==> src/rtl/dds_ctrl_pkg.sv <==
// Shared types and defaults for the FSK symbol-rate controller that sequences the DDS.
package dds_ctrl_pkg;

    typedef enum logic [1:0] {
        IDLE,
        HEAD,
        DATA,
        TAIL
    } state_t;

    // Default words assume a 50 MHz system clock.
    localparam logic [31:0] DEF_FRQ_CH_A = 32'd154404074;
    localparam logic [31:0] DEF_FRQ_CH_B = 32'd156551558;
    localparam logic [31:0] DEF_FRQ_DEV  = 32'd206158;

    localparam int DEF_SPS       = 5208;
    localparam int DEF_GUARD_SYM = 8;

    localparam int SYM_CNT_W   = 16;
    localparam int GUARD_CNT_W = 8;

endpackage

==> src/rtl/dds_sym_timer.sv <==
// Symbol timer: counts 0..SPS-1 while enabled, flags the first and last cycle of each symbol.
module dds_sym_timer
    import dds_ctrl_pkg::*;
#(
    parameter int SPS = DEF_SPS
)(
    input  logic clk,
    input  logic rst_n,
    input  logic i_en,
    input  logic i_clr,
    output logic o_strobe,
    output logic o_boundary
);

    localparam logic [SYM_CNT_W-1:0] LAST = SYM_CNT_W'(SPS - 1);

    logic [SYM_CNT_W-1:0] r_cnt;

    always_ff @(posedge clk or negedge rst_n) begin
        if (!rst_n) begin
            r_cnt <= '0;
        end else if (i_clr) begin
            r_cnt <= '0;
        end else if (i_en) begin
            r_cnt <= (r_cnt == LAST) ? '0 : r_cnt + SYM_CNT_W'(1);
        end
    end

    assign o_strobe   = i_en && (r_cnt == '0);
    assign o_boundary = i_en && (r_cnt == LAST);

endmodule

==> src/rtl/dds_fsk_ctrl.sv <==
// Two-tone FSK sequencer for the DDS: guard symbols, one data bit per symbol, guard symbols.
// Define DDS_FSK_NRZI_EN for NRZI coding (bit 0 toggles the tone); otherwise bit 1 = high tone.
module dds_fsk_ctrl
    import dds_ctrl_pkg::*;
#(
    parameter logic [31:0] FRQ_CH_A  = DEF_FRQ_CH_A,
    parameter logic [31:0] FRQ_CH_B  = DEF_FRQ_CH_B,
    parameter logic [31:0] FRQ_DEV   = DEF_FRQ_DEV,
    parameter int          SPS       = DEF_SPS,
    parameter int          GUARD_SYM = DEF_GUARD_SYM
)(
    input  logic        clk,
    input  logic        rst_n,
    input  logic        i_start,
    input  logic        i_abort,
    input  logic        i_ch_sel,
    input  logic        i_bit,
    input  logic        i_bit_valid,
    input  logic        i_bit_last,
    output logic        o_bit_ready,
    output logic [31:0] o_frq_w,
    output logic        o_dds_en,
    output logic        o_sym_strobe,
    output logic        o_busy,
    output logic        o_done,
    output logic        o_underrun
);

    localparam logic [GUARD_CNT_W-1:0] GUARD_LAST = GUARD_CNT_W'(GUARD_SYM - 1);

    state_t                 r_state;
    state_t                 w_stateNext;
    logic [GUARD_CNT_W-1:0] r_guardCnt;
    logic [GUARD_CNT_W-1:0] w_guardCntNext;
    logic [31:0]            r_centre;
    logic                   r_toneHigh;
    logic                   r_lastSym;
    logic                   r_underrun;

    logic w_boundary;
    logic w_strobe;
    logic w_start;
    logic w_guardLast;
    logic w_transfer;
    logic w_toneNext;
    logic w_setUnderrun;

    dds_sym_timer #(
        .SPS(SPS)
    ) u_timer (
        .clk       (clk),
        .rst_n     (rst_n),
        .i_en      (o_busy),
        .i_clr     ((r_state == IDLE) || i_abort),
        .o_strobe  (w_strobe),
        .o_boundary(w_boundary)
    );

    assign w_start     = (r_state == IDLE) && i_start && !i_abort;
    assign w_guardLast = (r_guardCnt == GUARD_LAST);
    assign w_transfer  = i_bit_valid && o_bit_ready && !i_abort;

`ifdef DDS_FSK_NRZI_EN
    assign w_toneNext = i_bit ? r_toneHigh : !r_toneHigh;
`else
    assign w_toneNext = i_bit;
`endif

    always_comb begin
        w_stateNext    = r_state;
        w_guardCntNext = r_guardCnt;
        w_setUnderrun  = 1'b0;
        o_bit_ready    = 1'b0;
        o_done         = 1'b0;
        case (r_state)
            IDLE: begin
                if (w_start) begin
                    w_stateNext    = HEAD;
                    w_guardCntNext = '0;
                end
            end
            HEAD: begin
                o_bit_ready = w_boundary && w_guardLast;
                if (w_boundary) begin
                    if (w_guardLast) begin
                        w_guardCntNext = '0;
                        if (i_bit_valid) begin
                            w_stateNext = DATA;
                        end else begin
                            w_setUnderrun = 1'b1;
                            w_stateNext   = TAIL;
                        end
                    end else begin
                        w_guardCntNext = r_guardCnt + GUARD_CNT_W'(1);
                    end
                end
            end
            DATA: begin
                o_bit_ready = w_boundary && !r_lastSym;
                if (w_boundary) begin
                    w_guardCntNext = '0;
                    if (r_lastSym) begin
                        w_stateNext = TAIL;
                    end else if (!i_bit_valid) begin
                        w_setUnderrun = 1'b1;
                        w_stateNext   = TAIL;
                    end
                end
            end
            TAIL: begin
                if (w_boundary) begin
                    if (w_guardLast) begin
                        o_done         = 1'b1;
                        w_stateNext    = IDLE;
                        w_guardCntNext = '0;
                    end else begin
                        w_guardCntNext = r_guardCnt + GUARD_CNT_W'(1);
                    end
                end
            end
            default: w_stateNext = IDLE;
        endcase
        // Abort overrides everything, including a completing TAIL.
        if (i_abort) begin
            w_stateNext    = IDLE;
            w_guardCntNext = '0;
            w_setUnderrun  = 1'b0;
            o_done         = 1'b0;
        end
    end

    always_ff @(posedge clk or negedge rst_n) begin
        if (!rst_n) begin
            r_state    <= IDLE;
            r_guardCnt <= '0;
            r_centre   <= '0;
            r_toneHigh <= 1'b1;
            r_lastSym  <= 1'b0;
            r_underrun <= 1'b0;
        end else begin
            r_state    <= w_stateNext;
            r_guardCnt <= w_guardCntNext;
            if (w_start) begin
                r_centre   <= i_ch_sel ? FRQ_CH_B : FRQ_CH_A;
                r_toneHigh <= 1'b1;
                r_lastSym  <= 1'b0;
                r_underrun <= 1'b0;
            end else begin
                if (w_setUnderrun) begin
                    r_underrun <= 1'b1;
                end
                if (w_transfer) begin
                    r_toneHigh <= w_toneNext;
                    r_lastSym  <= i_bit_last;
                end
            end
        end
    end

    always_comb begin
        o_frq_w = '0;
        case (r_state)
            IDLE:    o_frq_w = '0;
            DATA:    o_frq_w = r_toneHigh ? (r_centre + FRQ_DEV) : (r_centre - FRQ_DEV);
            default: o_frq_w = r_centre;
        endcase
    end

    assign o_busy       = (r_state != IDLE);
    assign o_dds_en     = o_busy;
    assign o_sym_strobe = w_strobe;
    assign o_underrun   = r_underrun;

endmodule

==> config.mk <==
export PLATFORM = sky130hd
export DESIGN_NAME = dds_fsk_ctrl
export DESIGN_NICKNAME = d
export VERILOG_FILES = /design/src/rtl/dds_ctrl_pkg.sv /design/src/rtl/dds_sym_timer.sv /design/src/rtl/dds_fsk_ctrl.sv
export SDC_FILE = /design/constraint.sdc
export NUM_CORES = 1
export LEC_CHECK = 0
export CORE_MARGIN = 5
export CORE_UTILIZATION = 54
export DETAILED_ROUTE_END_ITERATION = 6
export HOLD_SLACK_MARGIN = 0.03
export PLACE_DENSITY = 0.83
export SYNTH_ARGS = -nofsm -noshare
export SYNTH_HDL_FRONTEND = slang
export SYNTH_HIERARCHICAL = 1
export SYNTH_SLANG_ARGS = --single-unit
==> constraint.sdc <==
create_clock -name clk -period 2.62 [get_ports clk]
set_input_delay 0.524 -clock clk [delete_from_list [all_inputs] [get_ports clk]]
set_output_delay 0.524 -clock clk [all_outputs]
set_load 0.03 [all_outputs]
==> results of run 1 <==
worst reg2reg max path, delay by kind of cell (launching register included):
family           cells  cell delay [ns]
AO/OA/AOI/OAI        4             0.98
AND/OR/NAND/NOR      4             0.83
flip-flops           1             0.44
logic make-up (layout without fill, tap and decap cells):
group	Yosys count	in the layout	share of synthesized area [%]
AO/OA/AOI/OAI	78	78	19.3
buffers and inverters	28	87	4.68
multiplexers	4	4	1.61
other	1	1	0.142
adder cells (fa/ha/maj)	27	27	12.8
AND/OR/NAND/NOR	137	137	26.9
flip-flops	32	32	30.3
XOR/XNOR	13	13	4.30
layout make-up:
cell class	instances	share of cell area [%]
sequential	32	24.1
inverter	15	1.80
clock buffer	6	2.17
timing repair buffer	64	15.8
tap	67	2.51
clock inverter	2	1.05
multi-input combinational	260	52.6
sequential cells by signal, summed over array words and instances, names as in the netlist:
register       cells
r_toneHigh         1
r_guardCnt         8
o_underrun         1
r_lastSym          1
r_centre           3
r_state            2
u_timer/r_cnt     16
through the flow:
step	instance area, µm²	util (%)	std cells	setup slack, ns	hold WS, ns
after floorplan	2650	-	320	0.0381	0.228
after detailed placement	3180	66.9	437	0.132	0.496
final	3340	70.2	446	0.0834	0.510
after global routing	3340	70.2	446	-0.0978	0.530
after global placement	3180	66.9	437	0.172	0.482
after CTS	3290	69.2	445	0.00383	0.515
routing by layer:
metal	vias to the layer above	wire [µm]	GRT usage, %	share of wire, %
met5	-	0	0	0
met4	0	84	6.42	1.2
met3	11	410	4.63	6.0
met2	96	3160	36.3	46
met1	1215	3170	30.5	46
li1	1252	-	-	-
report_power, final:
| group | internal, µW | total [µW] | switching (µW) |
|---|---|---|---|
| Combinational | 737 | 1960 | 1220 |
| Sequential | 538 | 603 | 65.5 |
| Clock | 282 | 467 | 184 |
| Total | 1560 | 3030 | 1470 |
how the worst max path moves through the flow:
stage,startpoint,endpoint,slack [ns],cells after the start
after floorplan,r_centre[20],o_frq_w[9],0.04,6
after global placement,r_state[0],o_frq_w[30],0.17,6
after detailed placement,r_state[0],o_frq_w[30],0.13,6
after CTS,u_timer/r_cnt[7],o_done,0.004,8
after global routing,u_timer/r_cnt[7],o_done,-0.1,8
final,u_timer/r_cnt[7],o_done,0.08,8
timing repair:
| item | in CTS | in global routing |
|---|---|---|
| resized for setup | 8 | 12 |
| setup buffers | 0 | 1 |
| pin swaps | 0 | 2 |
| endpoints found under the setup margin | 8 | 15 |
cell usage in the layout (no fill, tap or decap), types with 7 or more instances in the layout:
master           instances
a31oi_1                  7
nor2_1                  33
a21oi_1                 20
clkdlybuf4s50_1          8
nand3_1                 19
o21ai_0                 23
and3_1                   8
xnor2_1                  7
buf_4                   47
ha_1                    25
dfrtp_1                 29
inv_1                   13
nand2_1                 30
==> out/summary.txt, run 1 <==
Outcome -> completed
FF-to-FF Start -> u_timer/r_cnt[7]
First-pass GRT wire length -> 11500 µm
Die height -> 80.0 µm
Proportion of netlist area held by the largest area contributor -> 29.3%
Die Width -> 80.0 µm
Critical path's largest stage delay -> 0.44 ns
Mapped Area -> 0.00265 mm²
DRC -> 0
Max Clk Rate -> 0.394 GHz
Multi-input logic area -> 0.00176 mm²
Primary FF master, synth -> dfrtp_1
Final Max Tran Viols -> 0
Clock sink count -> 32
CTS buffer count -> 5
Core area -> 0.00475 mm²
FF-to-FF path depth -> 8
Cts hold-fix bufs -> 0
Most frequent cells after synthesis -> nor2_1 (34), dfrtp_1 (31), nand2_1 (30), ha_1 (27), o21ai_0 (24)
Avg Cell Area, Syn -> 8.27 µm²
Initial Util -> 55.7%
Hold Crit Endpoint -> o_underrun
Fin Setup TNS -> 0 ns
IO buf count -> 44
Final setup skew -> 0.0105 ns
Syn_nets -> 355
Most frequent cell after synthesis -> nor2_1
Final antenna-violating net count -> 0
Number of distinct library cells after synthesis -> 57
CP Data Required Time -> 2.10 ns
Nets -> 413
H-Tree Level Count -> 2
Maximum buffer depth of the clock tree -> 2
Tmin final -> 2.54 ns
Peak supply drop -> 0.655 mV
Crit. End Element -> output port
Async SR Flop Fraction -> 100%
Total die area -> 0.00640 mm²
R2R Path End -> r_guardCnt[4]
Unrepaired setup endpoints after global routing -> yes
Power per cell area -> 908 mW/mm²
Largest net degree at the start of global routing -> 33
Endpoints failing hold -> 0
Synth warn -> 6
Root Driver -> clkbuf_8
Lkg Pwr -> 0.00157 µW
Worst Tran Pin Value -> 0.538 ns
Yosys reg bits -> 32
Post-Synthesis Cells -> 320
CP delay by family, top -> simple AND/OR/NAND/NOR gates
Sequential area share after synthesis -> 30.3%
GRT Resource Usage Total -> 22.5%
Area Growth Syn to Fin -> 26.1%
Final WL -> 6820 µm
Initial DRT Pass Iterations -> 5
Drt via density -> 5.77
Bufs and invs on worst path -> 2
ANT cells -> 0
Count of final setup violators -> 0
Largest area contributor in the netlist -> dfrtp_1
Synth top area cells -> dfrtp_1 (29%), ha_1 (13%), nor2_1 (4.8%), o21ai_0 (4.5%), nand2_1 (4.3%)
Initial drt markers -> 196
Power Total -> 3030 µW
RePlAce Congestion -> 0.945
Vias -> 2574
Row count -> 25
CP max stage cell -> dfrtp_1
Reg2reg setup slack -> 0.31 ns
Worst path cell trace -> nor4_2 -> nand3_1 -> nor3_2 -> and2_4 -> buf_4 -> nand3_1 -> nor2_1 -> buf_4
CP Launch Type -> flip-flop
WS Path Type -> flip-flop to output port
CP max FO -> 6
MaxCap Viol Count -> 0
Total grt overflow -> 0
Hold crit path type -> flip-flop to flip-flop
Hold path startpoint -> o_underrun
Number of enable flip-flop cells after synthesis -> 0
Initial antenna violation count -> 0
Top-level I/O count -> 46
DR WL/cell -> 15.3 µm
Vias in the first global route -> 2497
Hold path depth -> 2
Clock-pin transition on the worst setup and hold timing paths -> 0.06 ns
Crit path DAT -> 2.01 ns
Max_slew headroom -> 64.0%
TritonCTS clock tree -> done
Share of layout cells above drive strength 1 -> 21.6%
Clk_lat worst skew -> 0.29 ns
Fin crit share -> 96.8%
Register area -> 805 µm²
Filler cells -> 374
Placed wire-length estimate -> 5120 µm
No activity file was read; power rests on OpenSTA's default activity.
==> inputs of run 2 (changes only) <==
SLEW_MARGIN = 40   (was default)
==> results of run 2 <==
Final layout, timing and power as in run 1 (identical DEF).
